==> src/rtl/frv_mmio_initiator_pkg.sv <==
// ----------------------------------------------------------------------------
// frv_mmio_initiator_pkg
//   Shared definitions for the core-side MMIO initiator and its responders:
//   the 2-bit FSM state encoding, the default MMIO window and a decode helper.
//   Configuration macro honoured by the initiator: FRV_MMIO_ALIGN_CHECK_EN.
// ----------------------------------------------------------------------------
package frv_mmio_initiator_pkg;

    // Default MMIO window, also used by the responders.
    localparam logic [31:0] MMIO_BASE_ADDR_DFLT = 32'h0000_1000;
    localparam logic [31:0] MMIO_BASE_MASK_DFLT = 32'hFFFF_F000;

    typedef enum logic [1:0] {
        ST_IDLE  = 2'd0,
        ST_ISSUE = 2'd1,
        ST_WAIT  = 2'd2,
        ST_RESP  = 2'd3
    } frv_mmio_state_e;

    // Address falls inside the MMIO window.
    function automatic logic mmio_hit(input logic [31:0] addr,
                                      input logic [31:0] base,
                                      input logic [31:0] mask);
        return (addr & mask) == (base & mask);
    endfunction

endpackage

==> src/rtl/frv_mmio_initiator_if.sv <==
// ----------------------------------------------------------------------------
// frv_mmio_initiator_if
//   Bundles the LSU request/response handshake and the MMIO bus signals.
//   modport master : the initiator (accepts LSU requests, drives the MMIO bus)
//   modport slave  : the environment (LSU plus MMIO responders)
// ----------------------------------------------------------------------------
interface frv_mmio_initiator_if;

    // LSU request channel
    logic        req_valid;
    logic        req_ready;
    logic        req_wen;
    logic [3:0]  req_strb;
    logic [31:0] req_addr;
    logic [31:0] req_wdata;

    // LSU response channel
    logic        rsp_valid;
    logic        rsp_ready;
    logic [31:0] rsp_rdata;
    logic        rsp_error;

    // MMIO bus
    logic        mmio_en;
    logic        mmio_wen;
    logic [31:0] mmio_addr;
    logic [31:0] mmio_wdata;
    logic [31:0] mmio_rdata;
    logic        mmio_error;

    modport master (
        input  req_valid, req_wen, req_strb, req_addr, req_wdata,
        output req_ready,
        output rsp_valid, rsp_rdata, rsp_error,
        input  rsp_ready,
        output mmio_en, mmio_wen, mmio_addr, mmio_wdata,
        input  mmio_rdata, mmio_error
    );

    modport slave (
        output req_valid, req_wen, req_strb, req_addr, req_wdata,
        input  req_ready,
        input  rsp_valid, rsp_rdata, rsp_error,
        output rsp_ready,
        input  mmio_en, mmio_wen, mmio_addr, mmio_wdata,
        output mmio_rdata, mmio_error
    );

endinterface

==> src/rtl/frv_mmio_rsp_buf.sv <==
// ----------------------------------------------------------------------------
// frv_mmio_rsp_buf
//   Single-entry response register. A load pulse captures rdata/error and
//   raises valid; the entry then holds stable until the valid&&ready
//   handshake clears it.
// Ports:
//   g_clk, g_resetn      clock, synchronous active-low reset
//   load_i               capture rdata_i/error_i this cycle
//   rdata_i, error_i     response payload to capture
//   ready_i              consumer accepts the response
//   valid_o, rdata_o,    registered response
//   error_o
// ----------------------------------------------------------------------------
module frv_mmio_rsp_buf (
    input  logic        g_clk,
    input  logic        g_resetn,
    input  logic        load_i,
    input  logic [31:0] rdata_i,
    input  logic        error_i,
    input  logic        ready_i,
    output logic        valid_o,
    output logic [31:0] rdata_o,
    output logic        error_o
);

    logic        valid_q, valid_d;
    logic [31:0] rdata_q, rdata_d;
    logic        error_q, error_d;

    always_comb begin
        valid_d = valid_q;
        rdata_d = rdata_q;
        error_d = error_q;
        if (valid_q && ready_i) begin
            valid_d = 1'b0;
        end
        if (load_i) begin
            valid_d = 1'b1;
            rdata_d = rdata_i;
            error_d = error_i;
        end
    end

    always_ff @(posedge g_clk) begin
        if (!g_resetn) begin
            valid_q <= 1'b0;
            rdata_q <= '0;
            error_q <= 1'b0;
        end else begin
            valid_q <= valid_d;
            rdata_q <= rdata_d;
            error_q <= error_d;
        end
    end

    assign valid_o = valid_q;
    assign rdata_o = rdata_q;
    assign error_o = error_q;

endmodule

==> src/rtl/frv_mmio_initiator.sv <==
// ----------------------------------------------------------------------------
// frv_mmio_initiator
//   Core-side MMIO bus initiator. Accepts one LSU load/store at a time,
//   decodes it against the MMIO window, issues a single-cycle mmio_en access
//   to a fixed-latency responder and returns rdata/error through a
//   single-entry response buffer with valid/ready backpressure.
// Parameters:
//   MMIO_BASE_ADDR  base of the MMIO window
//   MMIO_BASE_MASK  address bits compared against the base
//   RSP_LATENCY     cycles from the mmio_en cycle to valid rdata/error (>=1)
// Ports:
//   g_clk, g_resetn clock, synchronous active-low reset
//   bus             frv_mmio_initiator_if.master (LSU req/rsp + MMIO bus)
// Configuration:
//   FRV_MMIO_ALIGN_CHECK_EN defined   : misaligned hits and partial-strobe
//                                       stores fault like a decode miss
//   FRV_MMIO_ALIGN_CHECK_EN undefined : address forced word-aligned and
//                                       stores always write the full word
// ----------------------------------------------------------------------------
module frv_mmio_initiator
    import frv_mmio_initiator_pkg::*;
#(
    parameter logic [31:0] MMIO_BASE_ADDR = MMIO_BASE_ADDR_DFLT,
    parameter logic [31:0] MMIO_BASE_MASK = MMIO_BASE_MASK_DFLT,
    parameter int unsigned RSP_LATENCY    = 1
) (
    input  logic                        g_clk,
    input  logic                        g_resetn,
    frv_mmio_initiator_if.master        bus
);

    localparam int unsigned     CNT_W    = $clog2(RSP_LATENCY + 1);
    localparam logic [CNT_W-1:0] CNT_INIT = CNT_W'(RSP_LATENCY - 1);

    frv_mmio_state_e    state_q, state_d;
    logic [CNT_W-1:0]   cnt_q, cnt_d;
    logic [31:0]        addr_q, addr_d;
    logic               wen_q, wen_d;
    logic [31:0]        wdata_q, wdata_d;

    logic               req_ready;
    logic               mmio_en;
    logic               hit;
    logic               fault;
    logic [31:0]        acc_addr;

    logic               buf_load;
    logic [31:0]        buf_rdata;
    logic               buf_error;
    logic               rsp_valid;

    assign hit = mmio_hit(bus.req_addr, MMIO_BASE_ADDR, MMIO_BASE_MASK);

`ifdef FRV_MMIO_ALIGN_CHECK_EN
    assign fault    = hit && ((bus.req_addr[1:0] != 2'b00) ||
                              (bus.req_wen && (bus.req_strb != 4'hF)));
    assign acc_addr = bus.req_addr;
`else
    // Byte strobes are ignored here: every store writes the full word.
    logic unused_strb;
    assign unused_strb = ^bus.req_strb;
    assign fault       = 1'b0;
    assign acc_addr    = {bus.req_addr[31:2], 2'b00};
`endif

    always_comb begin
        state_d   = state_q;
        cnt_d     = cnt_q;
        addr_d    = addr_q;
        wen_d     = wen_q;
        wdata_d   = wdata_q;
        req_ready = 1'b0;
        mmio_en   = 1'b0;
        buf_load  = 1'b0;
        buf_rdata = '0;
        buf_error = 1'b0;

        case (state_q)
            ST_IDLE: begin
                req_ready = 1'b1;
                if (bus.req_valid) begin
                    if (hit && !fault) begin
                        addr_d  = acc_addr;
                        wen_d   = bus.req_wen;
                        wdata_d = bus.req_wdata;
                        state_d = ST_ISSUE;
                    end else begin
                        // Decode miss or fault: answer directly, no bus cycle.
                        buf_load  = 1'b1;
                        buf_error = 1'b1;
                        state_d   = ST_RESP;
                    end
                end
            end
            ST_ISSUE: begin
                mmio_en = 1'b1;
                cnt_d   = CNT_INIT;
                state_d = ST_WAIT;
            end
            ST_WAIT: begin
                if (cnt_q == '0) begin
                    buf_load  = 1'b1;
                    buf_rdata = wen_q ? '0 : bus.mmio_rdata;
                    buf_error = bus.mmio_error;
                    state_d   = ST_RESP;
                end else begin
                    cnt_d = cnt_q - CNT_W'(1);
                end
            end
            ST_RESP: begin
                if (rsp_valid && bus.rsp_ready) begin
                    state_d = ST_IDLE;
                end
            end
            default: state_d = ST_IDLE;
        endcase
    end

    always_ff @(posedge g_clk) begin
        if (!g_resetn) begin
            state_q <= ST_IDLE;
            cnt_q   <= '0;
            addr_q  <= '0;
            wen_q   <= 1'b0;
            wdata_q <= '0;
        end else begin
            state_q <= state_d;
            cnt_q   <= cnt_d;
            addr_q  <= addr_d;
            wen_q   <= wen_d;
            wdata_q <= wdata_d;
        end
    end

    frv_mmio_rsp_buf u_rsp_buf (
        .g_clk    (g_clk),
        .g_resetn (g_resetn),
        .load_i   (buf_load),
        .rdata_i  (buf_rdata),
        .error_i  (buf_error),
        .ready_i  (bus.rsp_ready),
        .valid_o  (rsp_valid),
        .rdata_o  (bus.rsp_rdata),
        .error_o  (bus.rsp_error)
    );

    assign bus.req_ready  = req_ready;
    assign bus.rsp_valid  = rsp_valid;
    assign bus.mmio_en    = mmio_en;
    assign bus.mmio_wen   = wen_q;
    assign bus.mmio_addr  = addr_q;
    assign bus.mmio_wdata = wdata_q;

endmodule
==> src/flat_wrapper.sv <==
// flat-port wrapper written by rule: the top's interface ports become plain ports
module frv_mmio_initiator_flat import frv_mmio_initiator_pkg::*;
#(
    parameter logic [31:0] MMIO_BASE_ADDR = MMIO_BASE_ADDR_DFLT,
    parameter logic [31:0] MMIO_BASE_MASK = MMIO_BASE_MASK_DFLT,
    parameter int unsigned RSP_LATENCY    = 1
)
  (g_clk, g_resetn, bus_req_valid, bus_req_wen, bus_req_strb, bus_req_addr, bus_req_wdata, bus_req_ready, bus_rsp_valid, bus_rsp_rdata, bus_rsp_error, bus_rsp_ready, bus_mmio_en, bus_mmio_wen, bus_mmio_addr, bus_mmio_wdata, bus_mmio_rdata, bus_mmio_error);
  frv_mmio_initiator_if bus_i ();
  input  logic g_clk;
  input  logic g_resetn;
  input wire logic [$bits(bus_i.req_valid)-1:0] bus_req_valid;
  input wire logic [$bits(bus_i.req_wen)-1:0] bus_req_wen;
  input wire logic [$bits(bus_i.req_strb)-1:0] bus_req_strb;
  input wire logic [$bits(bus_i.req_addr)-1:0] bus_req_addr;
  input wire logic [$bits(bus_i.req_wdata)-1:0] bus_req_wdata;
  output wire logic [$bits(bus_i.req_ready)-1:0] bus_req_ready;
  output wire logic [$bits(bus_i.rsp_valid)-1:0] bus_rsp_valid;
  output wire logic [$bits(bus_i.rsp_rdata)-1:0] bus_rsp_rdata;
  output wire logic [$bits(bus_i.rsp_error)-1:0] bus_rsp_error;
  input wire logic [$bits(bus_i.rsp_ready)-1:0] bus_rsp_ready;
  output wire logic [$bits(bus_i.mmio_en)-1:0] bus_mmio_en;
  output wire logic [$bits(bus_i.mmio_wen)-1:0] bus_mmio_wen;
  output wire logic [$bits(bus_i.mmio_addr)-1:0] bus_mmio_addr;
  output wire logic [$bits(bus_i.mmio_wdata)-1:0] bus_mmio_wdata;
  input wire logic [$bits(bus_i.mmio_rdata)-1:0] bus_mmio_rdata;
  input wire logic [$bits(bus_i.mmio_error)-1:0] bus_mmio_error;
  assign bus_i.req_valid = bus_req_valid;
  assign bus_i.req_wen = bus_req_wen;
  assign bus_i.req_strb = bus_req_strb;
  assign bus_i.req_addr = bus_req_addr;
  assign bus_i.req_wdata = bus_req_wdata;
  assign bus_req_ready = bus_i.req_ready;
  assign bus_rsp_valid = bus_i.rsp_valid;
  assign bus_rsp_rdata = bus_i.rsp_rdata;
  assign bus_rsp_error = bus_i.rsp_error;
  assign bus_i.rsp_ready = bus_rsp_ready;
  assign bus_mmio_en = bus_i.mmio_en;
  assign bus_mmio_wen = bus_i.mmio_wen;
  assign bus_mmio_addr = bus_i.mmio_addr;
  assign bus_mmio_wdata = bus_i.mmio_wdata;
  assign bus_i.mmio_rdata = bus_mmio_rdata;
  assign bus_i.mmio_error = bus_mmio_error;
  frv_mmio_initiator #(.MMIO_BASE_ADDR(MMIO_BASE_ADDR), .MMIO_BASE_MASK(MMIO_BASE_MASK), .RSP_LATENCY(RSP_LATENCY)) u_core (.g_clk(g_clk), .g_resetn(g_resetn), .bus(bus_i));
endmodule
==> config.mk <==
export PLATFORM = sky130hd
export DESIGN_NAME = frv_mmio_initiator_flat
export DESIGN_NICKNAME = d
export VERILOG_FILES = /design/src/rtl/frv_mmio_initiator_pkg.sv /design/src/rtl/frv_mmio_initiator_if.sv /design/src/rtl/frv_mmio_rsp_buf.sv /design/src/rtl/frv_mmio_initiator.sv /design/src/flat_wrapper.sv
export SDC_FILE = /design/constraint.sdc
export NUM_CORES = 1
export LEC_CHECK = 0
export CAP_MARGIN = 30
export CORE_ASPECT_RATIO = 1.2
export CORE_UTILIZATION = 41
export CTS_CLUSTER_DIAMETER = 100
export DETAILED_ROUTE_END_ITERATION = 10
export PLACE_DENSITY = 0.85
export RECOVER_POWER = 50
export SKIP_CTS_REPAIR_TIMING = 1
export SLEW_MARGIN = 20
export SYNTH_ARGS = -nofsm -noshare
export SYNTH_HDL_FRONTEND = slang
export SYNTH_SLANG_ARGS = --single-unit
==> constraint.sdc <==
create_clock -name g_clk -period 4.7 [get_ports g_clk]
set_clock_uncertainty 0.15 [all_clocks]
set_input_delay 0.705 -clock g_clk [delete_from_list [all_inputs] [get_ports g_clk]]
set_output_delay 0.705 -clock g_clk [all_outputs]
set_load 0.05 [all_outputs]
==> results by group, run 1 <==
STA
  • Max Slew Vio Count: 0
  • Setup ws final: 1.578 ns
  • Fin. Hold Viols: 0
  • Fin crit share: 0.6642
  • Slew headroom: 0.6042
  • Unrepaired setup endpoints after global routing: false
  • Final Setup Violations: 0
  • Slew @ Worst Pin: 0.5921 ns
  • Highest clock rate: 320.3 MHz
  • Setup TNS: 0 ns
  • Final Critical Period: 3.122 ns

Cells and area
  • Inserted Diodes: 0
  • Area Overhead vs Synth: 60.69%
  • Final net count: 648
  • Fraction of layout cells with a size suffix above 1: 0.1123

Routing
  • Vias post-DR: 3,624
  • Detailed-route wire length per cell: 16.53 microns
  • Vias/cell: 5.491
  • TritonRoute pass-1 iters: 5
  • # DRC: 0
  • Routed Antenna Nets: 0
  • First DRT Iteration DRCs: 153
  • Post-Route WL: 10.91 mm

Floorplanning
  • Number of cell rows: 37
  • Ports: 207
  • Die ar.: 9272 sq um
  • Starting density of the core: 0.4233
  • Die span in y: 105.3 microns
  • Die width: 88.07 microns
  • Core ar.: 8611 sq um

Worst hold path
  • Hold WC Path Type: reg2reg

Synthesis
  • Number of synthesized flops with an enable pin: 0
  • Ys flop type: dfxtp_1
  • Most frequent cell after synthesis: dfxtp_1
  • Sequential element share of the synthesized area: 0.5438
  • Synth Warn #: 0
  • Count of different cell masters after synthesis: 29
  • Synth top area share: 0.5438
  • Yosys top cell by area: dfxtp_1
  • #FFs+latches synth: 99
  • Top cells by count, synth: dfxtp_1, a21oi_1, o21ai_0
  • Post-synth ARST share: 0
  • Top post-synthesis cells by area: dfxtp_1, a32o_2, nand4_1
  • Synth Instances: 361
  • Post-Syn Area: 3645 sq um
  • Syn avg cell area: 10.10 sq um

GRT
  • Vias in the first global route: 3,471
  • Largest net degree at the start of global routing: 48
  • GRT overflow: 0
  • Global-route wire length before repair: 17.01 mm
  • GRT Total Usage: 0.2343
  • Initial antenna violation count: 0

Worst setup path
  • Worst EP arrival: 3.28 ns
  • Worst Reg-to-Reg Cells: 8
  • Worst Setup EP: u_core.u_rsp_buf.rdata_o[29]
  • Delay-heaviest family, CP: simple AND/OR/NAND/NOR gates
  • FF-to-FF Start: u_core.state_q[0]
  • Crit path from: bus_req_addr[31]
  • Startpoint Class: input pin
  • Critical Path RT: 4.85 ns
  • CP max FO: 46
  • Crit Path Category: in2reg
  • Worst R2R Setup Slack: 1.97 ns
  • Endpoint type of the worst setup path: flip-flop
  • WP buf/inv: 2
  • Highest-delay cell along the critical path: or4_4
  • CP Depth: 6
  • CP max stage delay: 0.77 ns
  • Worst path cell trace: clkdlybuf4s50_1, or4b_1, or4_4, o31ai_4, buf_4, a32o_2
  • Worst reg2reg path endpoint: u_core.bus.mmio_wdata[4]

Place
  • GPL Wtd Cong: 0.7765
  • DP HPWL: 7.601 mm
  • Dpl ws: 1.203 ns
  • Port Buf Inserts: 198

Power and ir drop
  • Static Leak: 2.548 nW
  • Maximum vdd ir drop: 165.2 uV
  • Pwr dens: 375.3 nW/um^2

Clock tree
  • Clock root cell: clkbuf_8
  • Htree depth: 3
  • Maximum buffer depth of the clock tree: 2
  • CTS Buf Count: 9
  • Clk_lat worst skew: 0.36 ns
  • Worst-path clk slew: 0.10 ns
  • TritonCTS clock tree: done
  • CTS sink count: 99

Run
  • # Max-Cap Violations: 0

Status
  • Outcome: completed
power by group:
| group | internal, mW | switching [mW] | total, mW |
|---|---|---|---|
| sequential | 0.908 | 0.0383 | 0.946 |
| combinational | 0.270 | 0.481 | 0.752 |
| clock | 0.197 | 0.303 | 0.500 |
| total | 1.38 | 0.822 | 2.20 |
flip-flops by register name, summed over array words and instances, names as in the netlist:
signal and count:
u_core.bus.mmio_wdata 32, u_core.u_rsp_buf.rdata_o 32, u_core.bus.mmio_addr 30, u_core.state_q 2
u_core.bus.mmio_wen 1, u_core.u_rsp_buf.error_o 1, u_core.u_rsp_buf.valid_o 1
cells by family after synthesis:
group / count (synthesis) / share of synthesized area
AO/OA/AOI/OAI: 127 / 0.2352
adder cells (fa/ha/maj): 4 / 0.01373
buffers and inverters: 48 / 0.05973
flip-flops: 99 / 0.5438
multiplexers: 1 / 0.002746
other: 1 / 0.001029
AND/OR/NAND/NOR: 81 / 0.1438
placed cells by master, fill, tap and decap left out, types with 3 or more instances in the layout:
cell	n
clkbuf_8	9
a21oi_1	47
inv_1	5
dlygate4sd3_1	99
dfxtp_1	99
clkdlybuf4s50_1	99
clkinvlp_4	3
and3_1	19
o21ai_0	44
a32o_2	30
ha_1	4
nand4_1	43
or4_1	3
nand2b_1	3
buf_4	8
through the flow:
stage / area [sq um] / util / hold WS, ns / cells / total power [mW]
finish: 5857 / 0.6802 / 0.3145 / 660 / 2.198
global route: 5857 / 0.6802 / 0.3425 / 660 / 2.298
CTS: 5842 / 0.6784 / 0.3212 / 659 / 2.225
detailed placement: 5665 / 0.6579 / 0.3012 / 643 / 1.731
global placement: 5665 / 0.6579 / 0.2873 / 643 / 1.712
floorplan: 3649 / - / 0.3327 / 362 / 1.460
worst register-to-register path, cell delays in order, from the launching register on:
cell and delay, ns:
dfxtp_1 0.35, inv_1 0.09, ha_1 0.25, and2_2 0.17, buf_4 0.41, nand2_1 0.51
buf_4 0.38, o21ai_0 0.22, a21oi_1 0.09
layer usage:
layer	vias up	part of all wire	routed length, microns	global-route usage
met5	-	0	0	0
met4	0	0.023	253	0.1060
met3	22	0.092	1003	0.06735
met2	179	0.49	5360	0.4009
met1	1694	0.39	4294	0.2652
li1	1729	-	-	-
how the worst min path moves through the flow:
stage	start	to	cells past startpoint
floorplan	u_core.state_q[1]	u_core.state_q[1]	2
global placement	u_core.bus.mmio_addr[12]	u_core.bus.mmio_addr[12]	2
detailed placement	u_core.bus.mmio_addr[12]	u_core.bus.mmio_addr[12]	2
CTS	u_core.bus.mmio_addr[12]	u_core.bus.mmio_addr[12]	2
global route	u_core.bus.mmio_addr[12]	u_core.bus.mmio_addr[12]	2
finish	u_core.bus.mmio_addr[12]	u_core.bus.mmio_addr[12]	2
layout make-up:
| type | count | area [sq um] |
|---|---|---|
| inverter | 6 | 22.52 |
| clock buffer | 10 | 127.6 |
| tap | 117 | 146.4 |
| multi-input combinational | 215 | 1473 |
| fill | 674 | 2754 |
| clock inverter | 6 | 48.80 |
| timing repair buffer | 207 | 2057 |
| sequential | 99 | 1982 |
Note: power is estimated with default switching activity, not from simulation.
==> run 2, diff against run 1 <==
--- a/config.mk
+++ b/config.mk
@@ -7,10 +7,10 @@
 export LEC_CHECK = 0
 export CAP_MARGIN = 30
 export CORE_ASPECT_RATIO = 1.2
-export CORE_UTILIZATION = 41
+export CORE_UTILIZATION = 38
 export CTS_CLUSTER_DIAMETER = 100
 export DETAILED_ROUTE_END_ITERATION = 10
-export PLACE_DENSITY = 0.85
+export PLACE_DENSITY = 0.8
 export RECOVER_POWER = 50
 export SKIP_CTS_REPAIR_TIMING = 1
 export SLEW_MARGIN = 20
==> constraint.sdc (replaced) <==
create_clock -name g_clk -period 3.1 [get_ports g_clk]
set_clock_uncertainty 0.15 [all_clocks]
set_input_delay 0.465 -clock g_clk [delete_from_list [all_inputs] [get_ports g_clk]]
set_output_delay 0.465 -clock g_clk [all_outputs]
set_load 0.05 [all_outputs]
==> run 2 against run 1 <==
Effect of this change: die area rose by 7.7%; critical path type unchanged; via count rose by 1.2%; worst setup slack got worse by 1.1 ns; cell count rose by 1.2%; global-route usage fell by 2.0 points; routed wire length rose by 0.75%; combinational power rose by 53%; register-to-register slack got worse by 1.1 ns; clock power rose by 100%; largest cell class unchanged.
==> results by group, run 2 (synthesis results as in run 1) <==
Worst setup path
  • Worst path cell trace: clkdlybuf4s50_1, or4b_1, or4_4, buf_4, o21ai_0, a31oi_1
  • Delay-heaviest family, CP: simple AND/OR/NAND/NOR gates
  • Highest-delay cell along the critical path: or4b_1
  • Critical Path RT: 3.18 ns
  • CP max stage delay: 0.59 ns
  • Crit Path Category: in2reg
  • Endpoint type of the worst setup path: flip-flop
  • WP buf/inv: 2
  • Startpoint Class: input pin
  • CP max FO: 22
  • Worst EP arrival: 2.68 ns

STA
  • Final Setup Violations: 0
  • Slew @ Worst Pin: 0.9669 ns
  • Setup ws final: 0.5001 ns
  • Max Slew Vio Count: 0
  • Highest clock rate: 384.6 MHz
  • Fin. Hold Viols: 0
  • Setup TNS: 0 ns
  • Final Critical Period: 2.600 ns
  • Fin crit share: 0.8387
  • Slew headroom: 0.3554
  • Unrepaired setup endpoints after global routing: false

GRT
  • Largest net degree at the start of global routing: 46
  • Vias in the first global route: 3,558
  • GRT overflow: 0
  • GRT Total Usage: 0.2143
  • Global-route wire length before repair: 16.95 mm
  • Initial antenna violation count: 0

Power and ir drop
  • Clock power share: 0.280
  • Static Leak: 2.615 nW
  • Maximum vdd ir drop: 337.9 uV
  • Sw power: 1.220 mW
  • Net switching fraction of the power: 0.3402
  • Combinational Power Share: 0.321
  • Sequential power share: 0.400
  • Pwr dens: 599.4 nW/um^2
  • Power Internal: 2.365 mW

Routing
  • Vias post-DR: 3,667
  • Routed Antenna Nets: 0
  • # DRC: 0
  • First DRT Iteration DRCs: 235
  • Post-Route WL: 10.99 mm
  • TritonRoute pass-1 iters: 4
  • Vias/cell: 5.490
  • Detailed-route wire length per cell: 16.46 microns

Cells and area
  • Commonest non-fill, non-tap cell in the layout: clkdlybuf4s50_1
  • Inserted Diodes: 0
  • Area Overhead vs Synth: 64.09%
  • Final std cells w/o fill: 668
  • Fin area: 5981 sq um
  • Final net count: 654
  • Fraction of layout cells with a size suffix above 1: 0.1223
  • Most frequent cells in the layout: clkdlybuf4s50_1, dfxtp_1, dlygate4sd3_1, a21oi_1, o21ai_0
  • Util after Layout: 0.6518
  • Fillers: 736

Place
  • Dpl ws: 0.1236 ns
  • DP HPWL: 7.747 mm
  • GPL Wtd Cong: 0.7444
  • Port Buf Inserts: 198
  • DP Area: 5734 sq um
  • Placed cells: 653

Status
  • Outcome: completed

Clock tree
  • Clock root cell: clkbuf_8
  • Htree depth: 3
  • CTS sink count: 99
  • Clk_lat worst skew: 0.35 ns
  • CTS Buf Count: 9
  • TritonCTS clock tree: done
  • Worst-path clk slew: 0.10 ns
  • Maximum buffer depth of the clock tree: 2

Floorplanning
  • Core ar.: 9176 sq um
  • Starting density of the core: 0.3972
  • Die span in y: 109.3 microns
  • Die width: 91.40 microns
  • Number of cell rows: 38
  • Die ar.: 9988 sq um
  • Ports: 207

Run
  • # Max-Cap Violations: 0

Worst hold path
  • Hold WC Path Type: reg2reg
-- run 2: cell type report --
cell class	instances	area [sq um]	area share
repair buffers	213	2105	0.3519
flip-flops and latches	99	1982	0.3314
multi-input cells	215	1473	0.2462
clock buffers	11	151.4	0.02531
well taps	120	150.1	0.02510
clock inverters	4	97.59	0.01632
inverters	6	22.52	0.003766
-- run 2: final timing paths --
check                           start                  endpoint  slack [ns]  depth (start not counted)
min          u_core.bus.mmio_addr[12]  u_core.bus.mmio_addr[12]        0.31                          2
max reg2reg         u_core.state_q[0]  u_core.bus.mmio_wdata[0]        0.84                          7
max                  bus_req_addr[31]  u_core.u_rsp_buf.valid_o        0.50                          6
min reg2reg  u_core.bus.mmio_addr[12]  u_core.bus.mmio_addr[12]        0.31                          2
-- run 2: layer usage --
| layer | vias up | GRT usage | part of all wire |
|---|---|---|---|
| met4 | 0 | 0.09977 | 0.024 |
| met5 | - | 0 | 0 |
| li1 | 1735 | - | - |
| met2 | 167 | 0.3840 | 0.51 |
| met3 | 21 | 0.05091 | 0.068 |
| met1 | 1744 | 0.2404 | 0.40 |
-- run 2: power groups by stage --
| stage | clock network [mW] | registers (mW) | logic [mW] |
|---|---|---|---|
| after floorplan | 0 | 1.78 | 0.431 |
| after global placement | 0 | 1.46 | 1.17 |
| after detailed placement | 0 | 1.47 | 1.18 |
| after CTS | 1.03 | 1.44 | 1.18 |
| after global routing | 1.07 | 1.45 | 1.21 |
| final | 1.00 | 1.43 | 1.15 |
-- run 2: worst reg2reg max path, stage by stage, from the launching register on --
cell	delay, ns
dfxtp_1	0.35
inv_1	0.09
ha_1	0.26
and2_2	0.36
nand2_1	0.31
buf_4	0.30
o21ai_0	0.22
a21oi_1	0.11
-- run 2: metrics by stage --
stage | power (mW) | hold slack, ns
final | 3.585 | 0.3090
after global routing | 3.737 | 0.3401
after CTS | 3.647 | 0.3199
after detailed placement | 2.649 | 0.3071
after global placement | 2.629 | 0.2920
after floorplan | 2.213 | 0.3327
